File: src/rtl/sys_arr_pkg.sv
// Shared systolic-array sizing plus the feeder's state encoding and default row gap.
package sys_arr_pkg;
   localparam int N          = 4;
   localparam int DW         = 32;
   localparam int FEEDER_GAP = 1;

   typedef enum logic [3:0] {
      IDLE,
      LOAD_W,
      LOAD_I,
      LOAD_P,
      WAIT_DRAIN,
      WAIT_SPACE,
      ISSUE_W,
      ISSUE_IP,
      GAP_S
   } feeder_state_t;
endpackage

File: src/rtl/systolic_array_row_buf.sv
// N-entry row register file: one write port, one registered read port that
// returns zero whenever no read is requested.
module systolic_array_row_buf #(
   parameter int N  = 4,
   parameter int DW = 32
) (
   input  logic                   clk,
   input  logic                   rst,
   input  logic                   wr_en,
   input  logic [$clog2(N)-1:0]   wr_addr,
   input  logic [N*DW-1:0]        wr_data,
   input  logic                   rd_en,
   input  logic [$clog2(N)-1:0]   rd_addr,
   output logic [N*DW-1:0]        rd_data
);
   logic [N*DW-1:0] mem_q [N];
   logic [N*DW-1:0] rd_data_d;
   logic [N*DW-1:0] rd_data_q;

   always_comb begin
      rd_data_d = '0;
      if (rd_en) rd_data_d = mem_q[rd_addr];
   end

   // Storage is never reset; only the read register has a defined reset value.
   always_ff @(posedge clk) begin
      if (rst) rd_data_q <= '0;
      else     rd_data_q <= rd_data_d;
      if (wr_en) mem_q[wr_addr] <= wr_data;
   end

   assign rd_data = rd_data_q;
endmodule

File: src/rtl/systolic_array_feeder.sv
// Buffers one tile job (optional weights, inputs, partials), waits for array
// readiness, then issues rows to the systolic array load port.
module systolic_array_feeder #(
   parameter int N   = sys_arr_pkg::N,
   parameter int DW  = sys_arr_pkg::DW,
   parameter int GAP = sys_arr_pkg::FEEDER_GAP
) (
   input  logic                   clk,
   input  logic                   RST,
   input  logic                   cmd_valid,
   output logic                   cmd_ready,
   input  logic                   cmd_has_weights,
   input  logic                   row_valid,
   output logic                   row_ready,
   input  logic [N*DW-1:0]        row_data,
   output logic                   weight_en,
   output logic                   input_en,
   output logic                   partial_en,
   output logic [$clog2(N)-1:0]   row_in_en,
   output logic [$clog2(N)-1:0]   row_ps_en,
   output logic [N*DW-1:0]        array_in,
   output logic [N*DW-1:0]        array_in_partials,
   input  logic                   drained,
   input  logic                   fifo_has_space,
   output logic                   busy,
   output logic                   job_done
);
   import sys_arr_pkg::*;

   localparam int RW = $clog2(N);
   localparam int GW = (GAP < 2) ? 1 : $clog2(GAP);
   localparam logic [RW-1:0] LAST = RW'(N - 1);

   feeder_state_t   state_q, state_d;
   logic            has_w_q, has_w_d;
   logic [RW-1:0]   row_cnt_q, row_cnt_d;
   logic [GW-1:0]   gap_cnt_q, gap_cnt_d;
   logic            job_done_q, job_done_d;
   logic            weight_en_q, weight_en_d;
   logic            ip_en_q, ip_en_d;
   logic [RW-1:0]   row_in_q, row_in_d;
   logic [RW-1:0]   row_ps_q, row_ps_d;

   logic            wr_w, wr_i, wr_p;
   logic            rd_w, rd_ip;
   logic [N*DW-1:0] w_rd, i_rd, p_rd;

   always_comb begin
      state_d    = state_q;
      has_w_d    = has_w_q;
      row_cnt_d  = row_cnt_q;
      gap_cnt_d  = gap_cnt_q;
      job_done_d = 1'b0;
      wr_w       = 1'b0;
      wr_i       = 1'b0;
      wr_p       = 1'b0;
      case (state_q)
         IDLE: begin
            if (cmd_valid && !job_done_q) begin
               has_w_d   = cmd_has_weights;
               row_cnt_d = '0;
               state_d   = cmd_has_weights ? LOAD_W : LOAD_I;
            end
         end
         LOAD_W, LOAD_I, LOAD_P: begin
            if (row_valid) begin
               wr_w      = (state_q == LOAD_W);
               wr_i      = (state_q == LOAD_I);
               wr_p      = (state_q == LOAD_P);
               row_cnt_d = row_cnt_q + 1'b1;
               if (row_cnt_q == LAST) begin
                  if (state_q == LOAD_W)      state_d = LOAD_I;
                  else if (state_q == LOAD_I) state_d = LOAD_P;
                  else                        state_d = has_w_q ? WAIT_DRAIN : WAIT_SPACE;
               end
            end
         end
         WAIT_DRAIN: if (drained)        state_d = ISSUE_W;
         WAIT_SPACE: if (fifo_has_space) state_d = ISSUE_IP;
         ISSUE_W: begin
            row_cnt_d = row_cnt_q + 1'b1;
            if (row_cnt_q == LAST) state_d = ISSUE_IP;
         end
         ISSUE_IP: begin
            if (GAP > 0) begin
               state_d   = GAP_S;
               gap_cnt_d = GW'((GAP > 0) ? GAP - 1 : 0);
            end else begin
               row_cnt_d = row_cnt_q + 1'b1;
               if (row_cnt_q == LAST) begin
                  state_d    = IDLE;
                  job_done_d = 1'b1;
               end
            end
         end
         GAP_S: begin
            if (gap_cnt_q == '0) begin
               row_cnt_d = row_cnt_q + 1'b1;
               if (row_cnt_q == LAST) begin
                  state_d    = IDLE;
                  job_done_d = 1'b1;
               end else begin
                  state_d = ISSUE_IP;
               end
            end else begin
               gap_cnt_d = gap_cnt_q - 1'b1;
            end
         end
         default: state_d = IDLE;
      endcase
   end

   // Strobes are decoded from the next state so the registered outputs line
   // up with the registered buffer read of the same row.
   always_comb begin
      rd_w        = (state_d == ISSUE_W);
      rd_ip       = (state_d == ISSUE_IP);
      weight_en_d = rd_w;
      ip_en_d     = rd_ip;
      row_in_d    = (rd_w || rd_ip) ? row_cnt_d : '0;
      row_ps_d    = rd_ip ? row_cnt_d : '0;
   end

   always_ff @(posedge clk) begin
      if (RST) begin
         state_q     <= IDLE;
         has_w_q     <= 1'b0;
         row_cnt_q   <= '0;
         gap_cnt_q   <= '0;
         job_done_q  <= 1'b0;
         weight_en_q <= 1'b0;
         ip_en_q     <= 1'b0;
         row_in_q    <= '0;
         row_ps_q    <= '0;
      end else begin
         state_q     <= state_d;
         has_w_q     <= has_w_d;
         row_cnt_q   <= row_cnt_d;
         gap_cnt_q   <= gap_cnt_d;
         job_done_q  <= job_done_d;
         weight_en_q <= weight_en_d;
         ip_en_q     <= ip_en_d;
         row_in_q    <= row_in_d;
         row_ps_q    <= row_ps_d;
      end
   end

   systolic_array_row_buf #(.N(N), .DW(DW)) u_w_buf (
      .clk(clk), .rst(RST), .wr_en(wr_w), .wr_addr(row_cnt_q), .wr_data(row_data),
      .rd_en(rd_w), .rd_addr(row_cnt_d), .rd_data(w_rd));
   systolic_array_row_buf #(.N(N), .DW(DW)) u_i_buf (
      .clk(clk), .rst(RST), .wr_en(wr_i), .wr_addr(row_cnt_q), .wr_data(row_data),
      .rd_en(rd_ip), .rd_addr(row_cnt_d), .rd_data(i_rd));
   systolic_array_row_buf #(.N(N), .DW(DW)) u_p_buf (
      .clk(clk), .rst(RST), .wr_en(wr_p), .wr_addr(row_cnt_q), .wr_data(row_data),
      .rd_en(rd_ip), .rd_addr(row_cnt_d), .rd_data(p_rd));

   // Job-done cycle holds off a new command so acceptance starts the cycle after.
   assign cmd_ready         = (state_q == IDLE) && !job_done_q;
   assign row_ready         = (state_q == LOAD_W) || (state_q == LOAD_I) || (state_q == LOAD_P);
   assign busy              = (state_q != IDLE);
   assign job_done          = job_done_q;
   assign weight_en         = weight_en_q;
   assign input_en          = ip_en_q;
   assign partial_en        = ip_en_q;
   assign row_in_en         = row_in_q;
   assign row_ps_en         = row_ps_q;
   assign array_in          = w_rd | i_rd;
   assign array_in_partials = p_rd;
endmodule

File: config.mk
export PLATFORM = sky130hd
export DESIGN_NAME = systolic_array_feeder
export DESIGN_NICKNAME = d
export VERILOG_FILES = /design/src/rtl/sys_arr_pkg.sv /design/src/rtl/systolic_array_row_buf.sv /design/src/rtl/systolic_array_feeder.sv
export SDC_FILE = /design/constraint.sdc
export NUM_CORES = 2
export LEC_CHECK = 0
export ABC_CLOCK_PERIOD_IN_PS = 13200
export CAP_MARGIN = 0
export CELL_PAD_IN_SITES_DETAIL_PLACEMENT = 1
export CELL_PAD_IN_SITES_GLOBAL_PLACEMENT = 2
export CORE_MARGIN = 10
export CORE_UTILIZATION = 42
export CTS_BUF_LIST = sky130_fd_sc_hd__clkbuf_4 sky130_fd_sc_hd__clkbuf_8 sky130_fd_sc_hd__clkbuf_16
export DETAILED_ROUTE_END_ITERATION = 8
export HOLD_SLACK_MARGIN = 0.05
export PLACE_DENSITY = 0.79
export RECOVER_POWER = 100
export SYNTH_ARGS = -nofsm -noshare
export SYNTH_HDL_FRONTEND = slang
export SYNTH_HIERARCHICAL = 1
export SYNTH_SLANG_ARGS = --single-unit
File: constraint.sdc
create_clock -name clk -period 13.2 [get_ports clk]
set_clock_uncertainty 0.15 [all_clocks]
set_input_delay 3.3 -clock clk [delete_from_list [all_inputs] [get_ports clk]]
set_output_delay 3.3 -clock clk [all_outputs]
set_load 0.01 [all_outputs]
Word level (Yosys, flattened, before mapping)

Memory sizes are Yosys's and may differ from the RTL's. A register that Yosys moved wholly into a read port is not among the register bits.
Cells that the tools add are included.

Bits in registers: 15
Bits of input ports: 135
Bits in writable memories: 1536
Memories kept: 3

Multiplexer cells: 32
Equal/unequal tests: 11
$add $sub $neg: 2
Reductions and logical operators: 15
Bitwise gates (word level): 5

Memory list:

| name          | depth | bits a word | rd ports | clocked after memory_dff | write ports | RTL line                     | source |
|---|---|---|---|---|---|---|---|
| u_i_buf.mem_q | 4     | 128         | 1        | 1                        | 1           | systolic_array_row_buf.sv:16 | `logic [N*DW-1:0] mem_q [N];` |
| u_p_buf.mem_q | 4     | 128         | 1        | 1                        | 1           | systolic_array_row_buf.sv:16 |  |
| u_w_buf.mem_q | 4     | 128         | 1        | 1                        | 1           | systolic_array_row_buf.sv:16 |  |

Operator list:

| kind                                                 | count |
|---|---|
| OR 128 bit                                           | 1 |
| two-way mux 4 bit                                    | 7 |
| one-hot mux 4 bit (7 select lines)                   | 1 |
| equality test 4 x 3 -> 1 bit (second input constant) | 6 |
| two-way mux 1 bit                                    | 15 |
| two-way mux 3 bit                                    | 3 |
| equality test 4 x 2 -> 1 bit (second input constant) | 2 |
| two-way mux 2 bit                                    | 4 |
| one-hot mux 2 bit (4 select lines)                   | 1 |
| OR reduction 2 bit                                   | 3 |
| OR reduction 3 bit                                   | 2 |
| equality test 4 x 1 -> 1 bit (second input constant) | 1 |
| equality test 4 bit (second input constant)          | 1 |
| zero test 4 bit                                      | 1 |
| inverter 1 bit                                       | 4 |
| nonzero test 4 bit                                   | 1 |
| logical OR 1 bit                                     | 3 |
| adder 2 x 1 -> 2 bit (second input constant)         | 1 |
| equality test 2 bit (second input constant)          | 1 |
| logical AND 1 bit                                    | 2 |
| one-hot mux 1 bit (2 select lines)                   | 1 |
| AND reduction 2 bit                                  | 1 |
| nonzero test 2 bit                                   | 1 |
| zero test 1 bit                                      | 1 |
| subtractor 1 bit (second input constant)             | 1 |

Logic depth before layout (Yosys ltp)

Depth after elaboration: 10
Depth in mapped cells: 12
Gate-level depth less buffers: 8

Modules after synthesis

Netlist, hierarchy kept.

Modules (own cells, without submodules):

| module                 | area an instance (um^2) | cells an instance | times used |
|---|---|---|---|
| systolic_array_row_buf | 22635.5                 | 1088              | 3 |
| systolic_array_feeder  | 1596.5                  | 216               | 1 |

Least setup slack after synthesis

Ideal clock, no wire load.

Path kind: input -> register
From: in row_valid
To: mem u_i_buf/mem_q[0][0] (netlist bit) (enable)
Stages on the path: 3
Buffers on the path: 0
Required time: 12.252 ns
Data arrival time: 12.840 ns
Setup slack: -0.589 ns
Setup time: 0.798 ns
Cell sequence: nand2_1 nor2_1 nor3b_1

Word-level cells in the longest chain between the ends: 4

Ends and longest elaborated chain:

| what                                    | RTL line                     | source |
|---|---|---|
| start, declared                         | systolic_array_feeder.sv:13  | `input logic row_valid,` |
| two-way mux 1 bit                       | systolic_array_feeder.sv:66  | `if (row_valid) begin` |
| two-way mux 1 bit                       | systolic_array_feeder.sv:57  | `case (state_q)` |
| via wr_i                                | systolic_array_feeder.sv:44  | `logic wr_w, wr_i, wr_p;` |
| two-way mux 1 bit                       | systolic_array_row_buf.sv:29 | `if (wr_en) mem_q[wr_addr] <= wr_data;` |
| two-way mux 1 bit (not written as such) | systolic_array_row_buf.sv:29 |  |
| end, declared                           | systolic_array_row_buf.sv:16 |  |

The timed path passes the listed nets, and every way through them passes these cells.

Final worst setup path

From: in row_valid
To: mem u_p_buf/mem_q[3][70] (netlist bit) (enable)

Word-level cells in the longest chain between the ends: 4

Ends and longest elaborated chain:

| what                                    | RTL line |
|---|---|
| two-way mux 1 bit                       | systolic_array_feeder.sv:66 |
| two-way mux 1 bit                       | systolic_array_feeder.sv:57 |
| via wr_p                                | systolic_array_feeder.sv:44 |
| two-way mux 1 bit                       | systolic_array_row_buf.sv:29 |
| two-way mux 1 bit (not written as such) | systolic_array_row_buf.sv:29 |
| end, declared                           | systolic_array_row_buf.sv:16 |

The timed path passes the listed nets, and every way through them passes these cells.

==> impl_metrics.ini <==
[outcome]
run_status = complete, but fails checks
failed_checks = max-capacitance violations, max-slew violations

[clocking]
postCtsHoldBufs = 0
clock-root-buffer = sky130_fd_sc_hd__clkbuf_16
clk_transition_reported_paths_ns = 0.06
cts_tree = done
cts_made_buffers = 194
clk-insertion-delay-late_ns = 0.84
cts_htree_levels = 4
cts_resized = 0
cts_max_path_buffers = 3
tritoncts_num_sinks = 1934
post-cts-setup-buffer-count = 0

[sta]
finalHoldViolCount = 0
max_slew_margin = -1.97
setup_viol_count_final = 0
rsz0062_at_grt = no
finalMaxSlewViolations = 1734
period_share = 0.752
max_freq_mhz = 101
tns_ns = 0
worst_pin_slew_ns = 4.46
layout_min_cycle_time_ns = 9.93

[critical_path]
critical_path_required_ns = 13.39
worst_setup_path_end_kind = register
critical_path.max_fanout = 43
critPathLaunchType = input pin
timing.critical_path.cells = dlygate4sd3_1 -> nand2_1 -> nor2_1 -> and3_1 -> clkbuf_1 -> clkbuf_1
worstPathArrival_ns = 10.11
timing.critical_path.slowest_stage_cell = sky130_fd_sc_hd__clkbuf_1
critical_path.most_common_cell = sky130_fd_sc_hd__clkbuf_1
slowest_delay_ns = 2.47
setup.worst_path.class = in2reg

[synth]
netlist_area_um2 = 69500
synthFlopType = sky130_fd_sc_hd__edfxtp_1
postSynthCellCount = 3480
syn_nets = 3616
synth-edff-count = 1536
flip_flop_and_latch_count_after_synthesis = 1934
postSynth.asyncResetShare = 0
netlist-cell-type-count = 49
synthesis_warnings = 6
synth.yosys.seq_area_share = 0.778
avgSynthCellArea_um2 = 20.0

[global_routing]
global_route_wire_length_before_repair_um = 234000
grt_start_max_net_pins = 108
number_of_global_route_vias_before_repair = 35300
grt_antenna_before_repair = 16
grt_use_total = 0.172
globalRouteOverflowTotal = 0

[route]
antenna_left = 0
initialDrtViolationCount = 2273
drt-wirelength-per-cell_um = 25.3
via_count_of_the_routed_design = 32800
drc_violations_left = 0
routed_via_density = 5.19
totalWireLength_um = 160000
first_pass_iters = 5

[floorplan]
num_io_pins = 402
fp.coreArea_um2 = 165000
starting_density = 0.422
floorplan.die.height_um = 427
area_enclosed_by_the_die_boundary_um2 = 182000
die_w_um = 427
rows = 149

[layout]
finalNetCount = 4100
areaGrowthSynthToFinish_pct = 16.0
final_cell_mix = sky130_fd_sc_hd__edfxtp_1, sky130_fd_sc_hd__mux2i_1, sky130_fd_sc_hd__dfxtp_1
drive_above_1_share = 0.167
final_common_cell = sky130_fd_sc_hd__edfxtp_1
postLayoutCoreUtil = 0.489

[power_and_ir_drop]
vdd_drop_max_v = 0.000132
power_density_nw_per_um2 = 155
leakage_component_of_the_power_nw = 26.2

[placed_design]
gp_congestion = 0.710
io_buffers = 401
dp_hpwl_um = 86600

[worst_hold_path]
min_path_type = reg2reg

[run]
timing.max_cap.violations = 44
power by group:
| part | internal, mW | total [mW] | switching (mW) | leakage [nW] |
|---|---|---|---|---|
| logic | 0.0876 | 0.251 | 0.163 | 5.85 |
| clock network | 3.29 | 5.62 | 2.33 | 3.36 |
| registers | 6.61 | 6.63 | 0.0110 | 17.0 |
synth_stat cells, drive strengths merged (2+ instances only):
library cell | count | area, um2
and4 | 2 | 17.5
dfxtp | 398 | 7970
o21ai | 4 | 23.8
nand3b | 5 | 37.5
nand2 | 8 | 37.5
a21oi | 3 | 15.0
nor4 | 2 | 25.0
nor3b | 4 | 30.0
o22ai | 384 | 4650
and2 | 3 | 18.8
nor2 | 17 | 63.8
a21o | 2 | 15.0
inv | 3 | 11.3
nand2b | 4 | 25.0
nor3 | 2 | 15.0
nand3 | 2 | 10.0
edfxtp | 1536 | 46100
or3b | 3 | 33.8
mux2i | 770 | 7710
and3 | 3 | 18.8
or2 | 129 | 807
clkbuf | 6 | 22.5
and3b | 3 | 26.3
buf | 171 | 1630
final cells by class:
class	count	area, um2
clock inverters	70	873
clock buffers	294	5830
multi-input cells	1366	12600
diodes	5	12.5
flip-flops and latches	1934	54100
repair buffers	465	4430
inverters	3	18.8
fillers	15200	84200
well taps	2189	2740
routing by layer:
| layer | wire length (um) | up-vias | global-route usage | share of wire |
|---|---|---|---|---|
| met3 | 7190 | 265 | 0.0314 | 0.045 |
| met5 | 41 | - | 0 | 0.00026 |
| met4 | 4620 | 6 | 0.0582 | 0.029 |
| met2 | 80200 | 730 | 0.296 | 0.50 |
| li1 | - | 14600 | - | - |
| met1 | 68100 | 17200 | 0.219 | 0.43 |
worst max-delay path, delay by kind of cell:
kind / cells / cell delay, ns
buf+inv: 3 / 4.95
simple gates: 3 / 1.64
worst paths after layout:
check	startpoint	to	slack, ns	depth (start not counted)
setup reg to reg	state_q[3]	u_p_buf/mem_q[3][70]	5.64	6
setup / recovery	row_valid	u_p_buf/mem_q[3][70]	3.27	6
hold reg to reg	u_p_buf/mem_q[0][68]	u_p_buf/rd_data[68]	0.34	2
hold / removal	u_p_buf/mem_q[0][68]	u_p_buf/rd_data[68]	0.34	2
state kept, by name, indices dropped and copies added (netlist names):
signal and cells:
has_w_q 1, input_en 1, job_done 1, row_cnt_q 2
row_in_en 2, row_ps_en 2, state_q 4, u_i_buf/mem_q 512
u_i_buf/rd_data 128, u_p_buf/mem_q 512, u_p_buf/rd_data 128, u_w_buf/mem_q 512
u_w_buf/rd_data 128, weight_en 1
kinds of logic (layout without fill, tap and decap cells):
group	after synthesis	in the layout	synth area share
flip-flops	1934	1934	0.778
multiplexers	771	771	0.111
AO/OA/AOI/OAI	400	400	0.0689
AND/OR/NAND/NOR	193	193	0.0176
buffers and inverters	180	832	0.0239
adder cells (fa/ha/maj)	1	1	0.000180
XOR/XNOR	1	1	0.000126
other	0	5	0
stage by stage:
step	setup slack [ns]	instances	hold WS (ns)	area (um2)	power [mW]
floorplan	3.52	3480	0.305	69500	6.89
global placement	5.48	5957	0.320	75300	7.01
detailed placement	5.36	5957	0.334	75300	7.02
CTS	6.27	6321	0.326	82000	12.7
global route	3.01	6322	0.370	80600	12.9
finish	3.27	6326	0.336	80600	12.5
Power figures use the tool's default switching activity.
